--- src/rtl/etapa_id_if.sv ---
`default_nettype none
// ============================================================================
//  Module   : etapa_id_if
//  Brief    : Fetch-control and decoded-instruction bus between the decode
//             stage (slave) and its environment (master).
//  Revision : 1.0  initial release
// ============================================================================
interface etapa_id_if #(
    parameter int COUNT_W = 6
);
    logic               start;
    logic [2:0]         algoritmo;
    logic [13:0]        instruccion;
    logic               sel_pc;
    logic [2:0]         sel_dir;
    logic               id_valid;
    logic [3:0]         id_opcode;
    logic [2:0]         id_rd;
    logic [2:0]         id_rs;
    logic [2:0]         id_rt;
    logic [7:0]         id_imm;
    logic               busy;
    logic               done;
    logic               error;
    logic [COUNT_W-1:0] instr_count;

    modport slave (
        input  start, algoritmo, instruccion,
        output sel_pc, sel_dir, id_valid, id_opcode, id_rd, id_rs, id_rt,
               id_imm, busy, done, error, instr_count
    );

    modport master (
        output start, algoritmo, instruccion,
        input  sel_pc, sel_dir, id_valid, id_opcode, id_rd, id_rs, id_rt,
               id_imm, busy, done, error, instr_count
    );
endinterface
`default_nettype wire

--- src/rtl/etapa_id.sv ---
`default_nettype none
// ============================================================================
//  Module   : etapa_id
//  Brief    : Instruction decode stage. Parks the fetch PC on the selected
//             algorithm, drops the stale ROM word, then issues decoded
//             instructions until HALT or the instruction budget runs out.
//  Revision : 1.0  initial release
// ============================================================================
module etapa_id #(
    parameter logic [3:0] HALT_OPCODE = 4'hF,
    parameter int         MAX_INSTR   = 63,
    parameter int         COUNT_W     = 6
) (
    input  logic      clk,
    input  logic      reset,
    etapa_id_if.slave bus
);

    typedef enum logic [1:0] {
        ST_IDLE = 2'd0,
        ST_FILL = 2'd1,
        ST_RUN  = 2'd2
    } state_t;

    localparam logic [COUNT_W-1:0] c_max_count = COUNT_W'(MAX_INSTR);

    state_t             state_q, state_d;
    logic [2:0]         alg_q, alg_d;
    logic [13:0]        instr_q, instr_d;
    logic               id_valid_q, id_valid_d;
    logic               done_q, done_d;
    logic               error_q, error_d;
    logic [COUNT_W-1:0] count_q, count_d;
    logic               w_idle;

    assign w_idle = (state_q == ST_IDLE);

    always_comb begin
        state_d    = state_q;
        alg_d      = alg_q;
        instr_d    = instr_q;
        count_d    = count_q;
        id_valid_d = 1'b0;
        done_d     = 1'b0;
        error_d    = 1'b0;
        case (state_q)
            ST_IDLE: begin
                if (bus.start) begin
                    state_d = ST_FILL;
                    alg_d   = bus.algoritmo;
                    count_d = '0;
                end
            end
            // The word on the ROM bus here repeats the start-address word.
            ST_FILL: state_d = ST_RUN;
            ST_RUN: begin
                if (bus.instruccion[13:10] == HALT_OPCODE) begin
                    done_d  = 1'b1;
                    state_d = ST_IDLE;
                end else if (count_q == c_max_count) begin
                    error_d = 1'b1;
                    state_d = ST_IDLE;
                end else begin
                    instr_d    = bus.instruccion;
                    id_valid_d = 1'b1;
                    count_d    = count_q + COUNT_W'(1);
                end
            end
            default: state_d = ST_IDLE;
        endcase
    end

    always_ff @(posedge clk) begin
        if (reset) begin
            state_q    <= ST_IDLE;
            alg_q      <= 3'd0;
            instr_q    <= 14'd0;
            id_valid_q <= 1'b0;
            done_q     <= 1'b0;
            error_q    <= 1'b0;
            count_q    <= '0;
        end else begin
            state_q    <= state_d;
            alg_q      <= alg_d;
            instr_q    <= instr_d;
            id_valid_q <= id_valid_d;
            done_q     <= done_d;
            error_q    <= error_d;
            count_q    <= count_d;
        end
    end

    // While idle the PC is reloaded from the live selector every cycle.
    assign bus.sel_pc      = w_idle;
    assign bus.sel_dir     = w_idle ? bus.algoritmo : alg_q;
    assign bus.busy        = !w_idle;
    assign bus.id_valid    = id_valid_q;
    assign bus.id_opcode   = instr_q[13:10];
    assign bus.id_rd       = instr_q[9:7];
    assign bus.id_rs       = instr_q[6:4];
    assign bus.id_rt       = instr_q[3:1];
    assign bus.id_imm      = instr_q[7:0];
    assign bus.done        = done_q;
    assign bus.error       = error_q;
    assign bus.instr_count = count_q;

endmodule
`default_nettype wire

--- src/flat_wrapper.sv ---
// flat-port wrapper written by rule: the top's interface ports become plain ports
module etapa_id_flat 
#(
    parameter logic [3:0] HALT_OPCODE = 4'hF,
    parameter int         MAX_INSTR   = 63,
    parameter int         COUNT_W     = 6
)
  (clk, reset, bus_start, bus_algoritmo, bus_instruccion, bus_sel_pc, bus_sel_dir, bus_id_valid, bus_id_opcode, bus_id_rd, bus_id_rs, bus_id_rt, bus_id_imm, bus_busy, bus_done, bus_error, bus_instr_count);
  etapa_id_if #(.COUNT_W(COUNT_W)) bus_i ();
  input  logic clk;
  input  logic reset;
  input wire logic [$bits(bus_i.start)-1:0] bus_start;
  input wire logic [$bits(bus_i.algoritmo)-1:0] bus_algoritmo;
  input wire logic [$bits(bus_i.instruccion)-1:0] bus_instruccion;
  output wire logic [$bits(bus_i.sel_pc)-1:0] bus_sel_pc;
  output wire logic [$bits(bus_i.sel_dir)-1:0] bus_sel_dir;
  output wire logic [$bits(bus_i.id_valid)-1:0] bus_id_valid;
  output wire logic [$bits(bus_i.id_opcode)-1:0] bus_id_opcode;
  output wire logic [$bits(bus_i.id_rd)-1:0] bus_id_rd;
  output wire logic [$bits(bus_i.id_rs)-1:0] bus_id_rs;
  output wire logic [$bits(bus_i.id_rt)-1:0] bus_id_rt;
  output wire logic [$bits(bus_i.id_imm)-1:0] bus_id_imm;
  output wire logic [$bits(bus_i.busy)-1:0] bus_busy;
  output wire logic [$bits(bus_i.done)-1:0] bus_done;
  output wire logic [$bits(bus_i.error)-1:0] bus_error;
  output wire logic [$bits(bus_i.instr_count)-1:0] bus_instr_count;
  assign bus_i.start = bus_start;
  assign bus_i.algoritmo = bus_algoritmo;
  assign bus_i.instruccion = bus_instruccion;
  assign bus_sel_pc = bus_i.sel_pc;
  assign bus_sel_dir = bus_i.sel_dir;
  assign bus_id_valid = bus_i.id_valid;
  assign bus_id_opcode = bus_i.id_opcode;
  assign bus_id_rd = bus_i.id_rd;
  assign bus_id_rs = bus_i.id_rs;
  assign bus_id_rt = bus_i.id_rt;
  assign bus_id_imm = bus_i.id_imm;
  assign bus_busy = bus_i.busy;
  assign bus_done = bus_i.done;
  assign bus_error = bus_i.error;
  assign bus_instr_count = bus_i.instr_count;
  etapa_id #(.HALT_OPCODE(HALT_OPCODE), .MAX_INSTR(MAX_INSTR), .COUNT_W(COUNT_W)) u_core (.clk(clk), .reset(reset), .bus(bus_i));
endmodule
--- config.mk ---
export PLATFORM = sky130hd
export DESIGN_NAME = etapa_id_flat
export DESIGN_NICKNAME = d
export VERILOG_FILES = /design/src/rtl/etapa_id_if.sv /design/src/rtl/etapa_id.sv /design/src/flat_wrapper.sv
export SDC_FILE = /design/constraint.sdc
export NUM_CORES = 1
export LEC_CHECK = 0
export BUFFER_PORTS_ARGS = -buffer_cell sky130_fd_sc_hd__clkbuf_2
export CAP_MARGIN = 30
export CELL_PAD_IN_SITES_DETAIL_PLACEMENT = 0
export CELL_PAD_IN_SITES_GLOBAL_PLACEMENT = 2
export CORE_MARGIN = 2
export CORE_UTILIZATION = 22
export DETAILED_ROUTE_END_ITERATION = 8
export PLACE_DENSITY = 0.82
export SLEW_MARGIN = 15
export SYNTH_ARGS = -nofsm -noshare
export SYNTH_HDL_FRONTEND = slang
export SYNTH_SLANG_ARGS = --single-unit
--- constraint.sdc ---
create_clock -name clk -period 1.5 [get_ports clk]
set_clock_uncertainty 0.05 [all_clocks]
set_input_delay 0.3 -clock clk [delete_from_list [all_inputs] [get_ports clk]]
set_output_delay 0.3 -clock clk [all_outputs]
set_load 0.1 [all_outputs]
## Yosys cells after proc, flatten, opt, wreduce, memory -nomap -nowiden

Cells that the tools add are included.

- Register bits: 28
- Input port bits: 20
- Output and inout port bits: 35
- Logic and storage cells: 40

- Add/sub/neg operators: 1
- Eq/ne operators: 8
- Muxes and demuxes: 12
- Bitwise logic cells: 3
- Reductions and logical operators: 9

Operator list:

| kind | number |
|---|---|
| $mux 6 | 3 |
| $pmux 6 s2 | 1 |
| $add 6x1->6 const B | 1 |
| $eq 6x6->1 const B | 1 |
| $mux 2 | 3 |
| $ne 2x2->1 const B | 3 |
| $pmux 2 s3 | 1 |
| $eq 4x4->1 const B | 1 |
| $reduce_and 2->1 | 2 |
| $reduce_and 4->1 | 1 |
| $mux 1 | 3 |
| $mux 3 | 1 |
| $ne 3x1->1 const B | 1 |
| $not 1->1 | 3 |
| $reduce_and 3->1 | 1 |
| $reduce_or 3->1 | 1 |
| $eq 2x1->1 const B | 1 |
| $eq 2x2->1 const B | 1 |
| $logic_not 2->1 | 1 |
| $reduce_bool 2->1 | 1 |
| $reduce_or 2->1 | 1 |
| $logic_not 1->1 | 1 |

## Depth between registers and ports, before layout

- Word-level depth: 4
- Mapped depth: 6
- Gate-level depth less buffers: 5

## Worst setup path before layout

Ideal clock, no wire load.

- Path kind: flip-flop to output port
- Start point: register u_core.state_q[1]
- End point: output bus_busy
- Arrival time: 2.094 ns
- Required time: 1.150 ns
- Slack: -0.944 ns
- Stages on the path, launching flop included: 3
- Path buffers: 0
- Cell sequence: dfxtp_1 nor2_2 inv_1

- Cells in the longest elaborated chain, start to end: 2

RTL lines:

| item | line | RTL |
|---|---|---|
| start, declared | etapa_id.sv:27 | `state_t state_q, state_d;` |
| start signal, assigned | etapa_id.sv:83 | `state_q <= state_d;` |
| $logic_not 2->1 | etapa_id.sv:36 | `assign w_idle = (state_q == ST_IDLE);` |
| net bus_sel_pc | flat_wrapper.sv:15 | `output wire logic [$bits(bus_i.sel_pc)-1:0] bus_sel_pc;` |
| $logic_not 1->1 | etapa_id.sv:96 | `assign bus.busy = !w_idle;` |
| end, declared | flat_wrapper.sv:23 | `output wire logic [$bits(bus_i.busy)-1:0] bus_busy;` |

The timed path passes the listed nets, and every way through them passes these cells.

## Final worst setup path

- Start point: register u_core.state_q[0]
- End point: output bus_sel_dir[1]

- Cells in the longest elaborated chain, start to end: 2

RTL lines:

| item | line | RTL |
|---|---|---|
| $logic_not 2->1 | etapa_id.sv:36 |  |
| $mux 3 | etapa_id.sv:95 | `assign bus.sel_dir = w_idle ? bus.algoritmo : alg_q;` |
| end, declared | flat_wrapper.sv:16 | `output wire logic [$bits(bus_i.sel_dir)-1:0] bus_sel_dir;` |

No other way between the ends.

==> out/results.ini <==
[status]
status=complete, but fails checks
violations=setup timing

[power]
ir_drop_v=0.000551
switchingPower_mw=0.757
combPwrFrac_pct=37.3
p_int_mw=1.26
p_per_area_nw_per_um2=912
swShare_pct=37.5
finalPower_mw=2.02
power.share.clock_pct=23.3
p_seq_share_pct=39.3
power.leakage_nw=0.902

[global_route]
grtUsageMet2_pct=19.6
use_met1_pct=13.9
grt_pass1_wl_mm=5.48
grt_pass1_vias=1165
antenna_found_initial=0
track_usage_pct=11.4
grt_overflow_total=0
grt_max_degree=20
top_usage_layer=met2
met3_usage_pct=3.06

[route]
vias=1229
ant_nets=0
wirelength_mm=3.38
wl_per_cell_um=11.9
route.detailed.drc=0
first_pass_iters=4
drtIter0Drc=57
route.detailed.vias_per_inst=4.33

[place]
finalWeightedCongestion=0.850
hpwl_mm=2.39
portBuffers=54

[critical_path]
r2r-end=u_core.bus.instr_count[3]
endpoint_kind=primary output
crit_path_cell_trace=nor2_4 > mux2_4 > buf_12
cp_slowest_cell=dfxtp_2
cpPeakStageDelay_ps=350
rrSetupSlack_ps=-110
worstPathRequired_ps=1150
cp.arrival_ps=1320
critPathLaunchType=flop
rr_startpoint=u_core.bus.instr_count[0]
reg2reg_depth=5
critical_path_class=reg2out
critPathMaxFanout=5

[synth]
synth.top_cell.area_share_pct=47.9
ys_seq_area_share_pct=47.9
synth_area_sq_um=1170
synth_nets=161
async_flop_share_pct=0
ys_warn_count=0
ys_types=30
ys.flop_type=dfxtp_1
netlist_instances=140
synth.most_common_cell=nand2_1
synth.avg_cell_area_sq_um=8.36
yosys.area.top_type=dfxtp_1
synth-edff-count=0
synth-seq-cells=28
ys_top_cells_by_area=dfxtp_1 (48%), nand2_1 (12%), a21oi_1 (8.1%)
netlist_top_cells_count=nand2_1 (36), dfxtp_1 (28), a21oi_1 (19)

[clocking]
cts_buffer_depth=2
cts-root-buf=clkbuf_8
clock_latency_ps=270
cts.sinks=28
cts_tree=yes
h-tree-depth=1
ctsHoldBuffers=0
cts_buffers=3
cts.clk_slew.worst_paths_ps=100

[sta]
rsz0062_at_grt=yes
setup_viol_count_final=23
hold_viol_final=0
tns_ps=-1590
clock.fmax_mhz=600
final.setup.worst_slack_ps=-166
slew_headroom_pct=67.0
slew_violations=0
fin_crit_sh_pct=111
worst_pin_slew_ps=496
finalCriticalPeriod_ps=1670

[die]
die_area_sq_um=5920
core_sq_um=5110
die_w_um=76.9
chipHeight_um=76.9
start_util_pct=22.9
ios=55
num_rows=26

[cells_and_area]
drive_above_1_share_pct=72.0
area_delta_synth_final_pct=89.1
final_util_pct=43.3
multi_input_area_sq_um=702
regArea_sq_um=592
antenna_cells=0
finalNetCount=236
nFillCells=521

[worst_hold_path]
hold_end=u_core.instr_q[2]
worstHoldStart=bus_instruccion[2]
hold_path_depth=3
hp-class=in2reg

[job]
maxCapViolations=0

[sequential cells by signal, summed over array words and instances, names as in the netlist]
signal                  count
u_core.alg_q                3
u_core.bus.id_valid         1
u_core.bus.instr_count      6
u_core.bus.done             1
u_core.bus.error            1
u_core.state_q              2
u_core.instr_q             14
[worst max-delay path: cells and delay by family, from the launching register on]
kind / cells / cell delay [ps]
buf+inv: 1 / 170
flops: 1 / 350
simple gates: 1 / 190
mux: 1 / 340
[stage by stage]
| stage | instances | instance area, sq um | hold slack (ps) | worst slack, ps |
|---|---|---|---|---|
| 6_report | 284 | 2210 | 189 | -166 |
| 5_1_grt | 284 | 2210 | 177 | -217 |
| 4_1_cts | 284 | 2070 | 183 | -186 |
| 3_5_place_dp | 273 | 1880 | 397 | -80.5 |
| 3_3_place_gp | 273 | 1880 | 391 | -21.3 |
| 2_1_floorplan | 140 | 1240 | 383 | -405 |
[kinds of logic after synthesis]
logic type | count (synthesis) | share of synthesized area (%)
AND/OR/NAND/NOR | 60 | 23.2
AO/OA/AOI/OAI | 30 | 15.9
flip-flops | 28 | 47.9
buffers and inverters | 18 | 8.98
multiplexers | 3 | 2.89
adder cells (fa/ha/maj) | 1 | 1.07
[worst max path at each step]
stage,endpoint,depth (start not counted),from
6_report,bus_sel_dir[1],3,u_core.state_q[0]
5_1_grt,bus_sel_dir[1],3,u_core.state_q[0]
4_1_cts,bus_sel_dir[2],3,u_core.state_q[1]
3_5_place_dp,u_core.bus.instr_count[3],5,u_core.bus.instr_count[1]
3_3_place_gp,u_core.bus.instr_count[3],5,u_core.bus.instr_count[1]
2_1_floorplan,bus_sel_dir[1],2,u_core.state_q[0]
[what timing repair did]
item | CTS | global route
cloned | 1 | 0
buffers inserted | 6 | 0
endpoints found under the hold margin | 0 | 0
endpoints found under the setup margin | 22 | 26
gates resized for setup | 27 | 40
pin swaps | 18 | 23
[cell type report]
type                            instances  area share (%)
Timing Repair Buffer                   85            34.6
Tap cell                               70            3.96
Multi-Input combinational cell         94            31.7
Sequential cell                        28            26.8
Inverter                                3           0.509
Clock buffer                            4            2.49
[placed cells by master (no fill, tap or decap), types with 2 or more instances in the layout]
master	netlist	layout
dfxtp_4	0	5
nand2_4	0	6
nand2_1	36	11
dfxtp_2	0	10
nand2_2	0	19
mux2_4	0	3
o21ai_0	2	2
nor3_1	2	2
dfxtp_1	28	13
buf_4	7	45
a21oi_1	19	4
clkbuf_8	0	4
nand3_1	10	10
nor2_1	2	2
a31oi_1	3	3
clkbuf_2	0	19
buf_8	0	2
buf_12	0	10
inv_1	3	3
buf_6	1	9
nand4_1	2	2
a21oi_2	0	15
[layer usage]
layer / share of wire (%) / routed length, um / vias to the layer above
li1: - / - / 619
met5: 0 / 0 / -
met2: 50 / 1690 / 34
met4: 0.50 / 17 / 0
met3: 5.4 / 182 / 2
met1: 44 / 1490 / 574
[power by group through the flow]
stage	combinational (mW)	clock, mW	sequential (mW)
finish	0.753	0.471	0.793
global route	0.783	0.518	0.798
CTS	0.715	0.484	0.789
detailed placement	0.659	0	0.805
global placement	0.657	0	0.804
floorplan	0.316	0	0.950
(Power assumes the default switching activity.)
